<file path="src/rtl/sum_accumulator_pkg.sv">
// Shared types and defaults for the multi-operand accumulation controller.
package sum_acc_pkg;

  localparam int DEFAULT_N = 4;

  typedef enum logic [1:0] {
    IDLE  = 2'd0,
    ACCUM = 2'd1,
    DONE  = 2'd2
  } state_t;

endpackage

</file>
<file path="src/rtl/sum_accumulator_if.sv">
// Operand handshake between the operand source and the accumulator.
interface sum_accumulator_if
  import sum_acc_pkg::*;
#(
  parameter int N = DEFAULT_N
) ();

  logic         op_valid;
  logic [N-1:0] op_data;
  logic         op_ready;

  modport master (output op_valid, output op_data, input op_ready);
  modport slave  (input op_valid, input op_data, output op_ready);

endinterface

</file>
<file path="src/rtl/sum_accumulator.sv">
// Accumulates a programmed number of operands through an external op_sum adder,
// keeping sticky carry/overflow flags and pulsing done at the end of a run.
//
//   state | meaning
//   IDLE  | waiting for start; result and flags hold
//   ACCUM | op_ready high, each accepted operand is added to the total
//   DONE  | one-cycle done pulse, then back to IDLE
module sum_accumulator
  import sum_acc_pkg::*;
#(
  parameter  int N       = DEFAULT_N,
  parameter  int MAX_OPS = 8,
  localparam int CW      = $clog2(MAX_OPS + 1)
) (
  input  logic               clk,
  input  logic               rst,
  input  logic               start,
  input  logic [CW-1:0]      num_ops,
  sum_accumulator_if.slave   op,
  output logic [N-1:0]       sum_a,
  output logic [N-1:0]       sum_b,
  output logic               sum_cin,
  input  logic [N-1:0]       sum_z,
  input  logic               sum_cout,
  output logic [N-1:0]       result,
  output logic               carry,
  output logic               overflow,
  output logic               zero,
  output logic               neg,
  output logic               busy,
  output logic               done
);

  localparam logic [CW-1:0] MAX_CNT = CW'(MAX_OPS);

  state_t        r_state;
  logic [N-1:0]  r_acc;
  logic [CW-1:0] r_cnt;
  logic          r_carry;
  logic          r_ovf;

  logic          w_accept;
  logic          w_ovf;
  logic [CW-1:0] w_num_ops;

  assign w_accept  = op.op_valid & op.op_ready;
  assign w_ovf     = (sum_a[N-1] == sum_b[N-1]) && (sum_z[N-1] != sum_a[N-1]);
  // Only reachable when MAX_OPS is not of the form 2^CW-1.
  assign w_num_ops = (num_ops > MAX_CNT) ? MAX_CNT : num_ops;

  always_ff @(posedge clk) begin
    if (rst) begin
      r_state <= IDLE;
      r_acc   <= '0;
      r_cnt   <= '0;
      r_carry <= 1'b0;
      r_ovf   <= 1'b0;
    end else begin
      case (r_state)
        IDLE: begin
          if (start) begin
            r_acc   <= '0;
            r_carry <= 1'b0;
            r_ovf   <= 1'b0;
            r_cnt   <= w_num_ops;
            r_state <= (w_num_ops == '0) ? DONE : ACCUM;
          end
        end
        ACCUM: begin
          if (w_accept) begin
            r_acc   <= sum_z;
            r_carry <= r_carry | sum_cout;
            r_ovf   <= r_ovf | w_ovf;
            r_cnt   <= r_cnt - CW'(1);
            if (r_cnt == CW'(1)) r_state <= DONE;
          end
        end
        DONE:    r_state <= IDLE;
        default: r_state <= IDLE;
      endcase
    end
  end

  assign op.op_ready = (r_state == ACCUM);

  assign sum_a    = r_acc;
  assign sum_b    = op.op_data;
  assign sum_cin  = 1'b0;

  assign result   = r_acc;
  assign carry    = r_carry;
  assign overflow = r_ovf;
  assign zero     = (r_acc == '0);
  assign neg      = r_acc[N-1];
  assign busy     = (r_state != IDLE);
  assign done     = (r_state == DONE);

endmodule

</file>
<file path="src/flat_wrapper.sv">
// flat-port wrapper written by rule: the top's interface ports become plain ports
module sum_accumulator_flat import sum_acc_pkg::*;
#(
  parameter  int N       = DEFAULT_N,
  parameter  int MAX_OPS = 8,
  localparam int CW      = $clog2(MAX_OPS + 1)
)
  (clk, rst, start, num_ops, sum_a, sum_b, sum_cin, sum_z, sum_cout, result, carry, overflow, zero, neg, busy, done, op_op_valid, op_op_data, op_op_ready);
  sum_accumulator_if #(.N(N)) op_i ();
  input  logic clk;
  input  logic rst;
  input  logic start;
  input  logic [CW-1:0] num_ops;
  output logic [N-1:0] sum_a;
  output logic [N-1:0] sum_b;
  output logic sum_cin;
  input  logic [N-1:0] sum_z;
  input  logic sum_cout;
  output logic [N-1:0] result;
  output logic carry;
  output logic overflow;
  output logic zero;
  output logic neg;
  output logic busy;
  output logic done;
  input wire logic [$bits(op_i.op_valid)-1:0] op_op_valid;
  input wire logic [$bits(op_i.op_data)-1:0] op_op_data;
  output wire logic [$bits(op_i.op_ready)-1:0] op_op_ready;
  assign op_i.op_valid = op_op_valid;
  assign op_i.op_data = op_op_data;
  assign op_op_ready = op_i.op_ready;
  sum_accumulator #(.N(N), .MAX_OPS(MAX_OPS)) u_core (.clk(clk), .rst(rst), .start(start), .num_ops(num_ops), .op(op_i), .sum_a(sum_a), .sum_b(sum_b), .sum_cin(sum_cin), .sum_z(sum_z), .sum_cout(sum_cout), .result(result), .carry(carry), .overflow(overflow), .zero(zero), .neg(neg), .busy(busy), .done(done));
endmodule
</file>
<file path="config.mk">
export PLATFORM = sky130hd
export DESIGN_NAME = sum_accumulator_flat
export DESIGN_NICKNAME = d
export VERILOG_FILES = /design/src/rtl/sum_accumulator_pkg.sv /design/src/rtl/sum_accumulator_if.sv /design/src/rtl/sum_accumulator.sv /design/src/flat_wrapper.sv
export SDC_FILE = /design/constraint.sdc
export NUM_CORES = 1
export LEC_CHECK = 0
export CORE_MARGIN = 3
export CORE_UTILIZATION = 25
export DETAILED_ROUTE_END_ITERATION = 10
export GPL_TIMING_DRIVEN = 1
export MAX_ROUTING_LAYER = met4
export SKIP_CTS_REPAIR_TIMING = 1
export SYNTH_ARGS = -nofsm -noshare
export SYNTH_HDL_FRONTEND = slang
export SYNTH_SLANG_ARGS = --single-unit
</file>
<file path="constraint.sdc">
create_clock -name clk -period 1.6 [get_ports clk]
set_input_delay 0.24 -clock clk [delete_from_list [all_inputs] [get_ports clk]]
set_output_delay 0.24 -clock clk [all_outputs]
set_load 0.02 [all_outputs]
</file>
==> results.toml <==
[timing]
fin_crit_sh_pct = 94.4
fin_skew_ns = 0.00652
hold_violations = 0
rsz0062_at_grt = "no"
setup_viol = 0
timing.fmax_ghz = 0.662
period_minus_slack_ns = 1.51
slew_violations = 0

[placement]
io_buffers = 29
hpwl_um = 1830
gp_congestion = 0.829
placed_cells = 151

[detailed_routing]
drt_iter0_markers = 40
drcViolationCount = 0
vias_per_cell = 5.30
wirelength_um = 2260
wl_per_cell_um = 14.6
drtPass1Iterations = 4
ant_nets = 0
vias = 822

[critical_path]
crit_slowest_cell = "clkdlybuf4s50_1"
critPathKind = "reg2out"
cp.arrival_ns = 1.27
crit_chain = "clkdlybuf4s50_1"
critPathMaxFanout = 4
max_stage_delay_ns = 0.62
ff2ff_setup_slack_ns = 0.14
crit_required_ns = 1.36
critPathBufInv = 1
cp_top_family = "buffers and inverters"
rr_worst_depth = 3
cp-end-kind = "primary output"
startpoint = "u_core.result[0]"
path_depth = 1
rr_startpoint = "u_core.r_cnt[0]"
startpoint_type = "flip-flop"

[clock_network]
cts.path.max_buffers = 2
clk_pin_slew_ns = 0.09
htreeDepth = 1
cts_num_sinks = 12
root_buffer = "clkbuf_4"
clkLatencyLatePin_ns = 0.28
cts_tree = "done"
numCtsBuffers = 3

[synthesis]
synth_area_um2 = 754
ys.flop_type = "dfxtp_1"
synth.area.top_cells = "dfxtp_1 32%, buf_4 10%, a21oi_1 4.0%"
ys_types = 38
syn_nets = 108
synth_top_area_share_pct = 31.8
async_flop_share_pct = 0
synthCells = 89
synth_top_area_cell = "dfxtp_1"
syn_area_per_cell_um2 = 8.48
synth_warnings = 0
ys_seq_elements = 12
yosysSeqAreaShare_pct = 31.8
synth_edf_count = 0

[hold_path]
hold_path_class = "reg2reg"
holdCritStartpoint = "u_core.overflow"
holdPathStages = 1

[outcome]
outcome = "completed"

[cells_and_area]
fin_cells = 155
synthToLayoutAreaGrowth_pct = 52.6
nets = 144
diodes = 0
final_util_pct = 41.0
drive_above_1_share_pct = 19.4

[die]
dieArea_um2 = 3710
row_count = 19
io_pins = 37
core_area_um2 = 2810
fp.dieW_um = 60.9
initial_utilization_pct = 26.9
die_h_um = 60.9

[global_route]
grt_pass1_wl_um = 3270
grt_pass1_vias = 759
antenna_found_initial = 0
grt_max_degree = 9
overflow = 0
track_usage_pct = 12.1

[power]
peakVddDrop_mv = 0.249
p_leak_nw = 0.572
p_per_area_nw_per_um2 = 799
power.total_uw = 920

[flow_run]
drv_cap = 0
synthesized netlist by cell type (2+ instances only):
cell      instances
ha_1              2
nand2_1           3
nor2b_1           2
dfxtp_1          12
inv_1             8
a21oi_1           6
o211a_1           2
o21ai_0           5
or3b_2            2
nand4_1           4
nor2_1            4
a31oi_1           2
a211oi_1          3
buf_4            10
metrics by stage:
stage               hold slack (ns)  TNS [ns]  instance area (µm²)  setup slack, ns
global route                  0.480         0                 1150           0.0378
floorplan                     0.392         0                  754            0.221
CTS                           0.476    -0.730                 1130           -0.266
global placement              0.451   -0.0364                 1090          -0.0364
finish                        0.470         0                 1150           0.0890
detailed placement            0.456    -0.227                 1090          -0.0599
per-layer routing:
| layer | vias up | part of all wire, % | GRT usage (%) |
|---|---|---|---|
| li1 | 383 | - | - |
| met1 | 372 | 39 | 12.6 |
| met2 | 56 | 49 | 22.3 |
| met3 | 11 | 9.7 | 2.98 |
| met4 | 0 | 2.1 | 3.41 |
| met5 | - | 0 | - |
where the power goes:
| group | total [mW] | internal, mW | switching [mW] |
|---|---|---|---|
| combinational | 0.326 | 0.169 | 0.157 |
| clock | 0.251 | 0.138 | 0.113 |
| sequential | 0.343 | 0.322 | 0.0207 |
| total | 0.920 | 0.629 | 0.291 |
cell usage in the layout, fill, tap and decap left out, types with 2 or more instances in the layout:
master,count
o21ai_0,5
o211a_1,2
dfxtp_1,12
clkdlybuf4s50_1,21
buf_4,15
ha_1,2
dlymetal6s2s_1,8
clkbuf_4,3
nor2b_1,2
a211oi_1,3
nor2_1,4
nand4_1,4
nand2_1,3
a31oi_1,2
or3b_2,2
a21oi_1,6
inv_1,8
registers in the layout (all words and copies together) (netlist names):
register	cells
u_core.carry	1
u_core.overflow	1
u_core.r_cnt	4
u_core.r_state	2
u_core.result	4
worst paths after layout:
check,end
worst max-delay path,result[0]
worst min-delay path,u_core.overflow
worst max register to register,u_core.r_cnt[3]
worst min register to register,u_core.overflow
cell families (layout without fill, tap and decap cells):
logic type,after synthesis,count (layout),synth area share [%]
other,1,1,0.497
multiplexers,2,2,2.82
AO/OA/AOI/OAI,26,26,23.7
buffers and inverters,21,56,17.9
flip-flops,12,12,31.8
adder cells (fa/ha/maj),2,2,3.32
AND/OR/NAND/NOR,25,25,19.9
area by class of cell:
cell class	instances	area, µm²
Fill cell	293	1650
Timing Repair Buffer	44	423
Sequential cell	12	240
Tap cell	31	38.8
Clock buffer	4	36.3
Inverter	8	30.0
Multi-Input combinational cell	56	383
No activity file was read; power rests on OpenSTA's default activity.
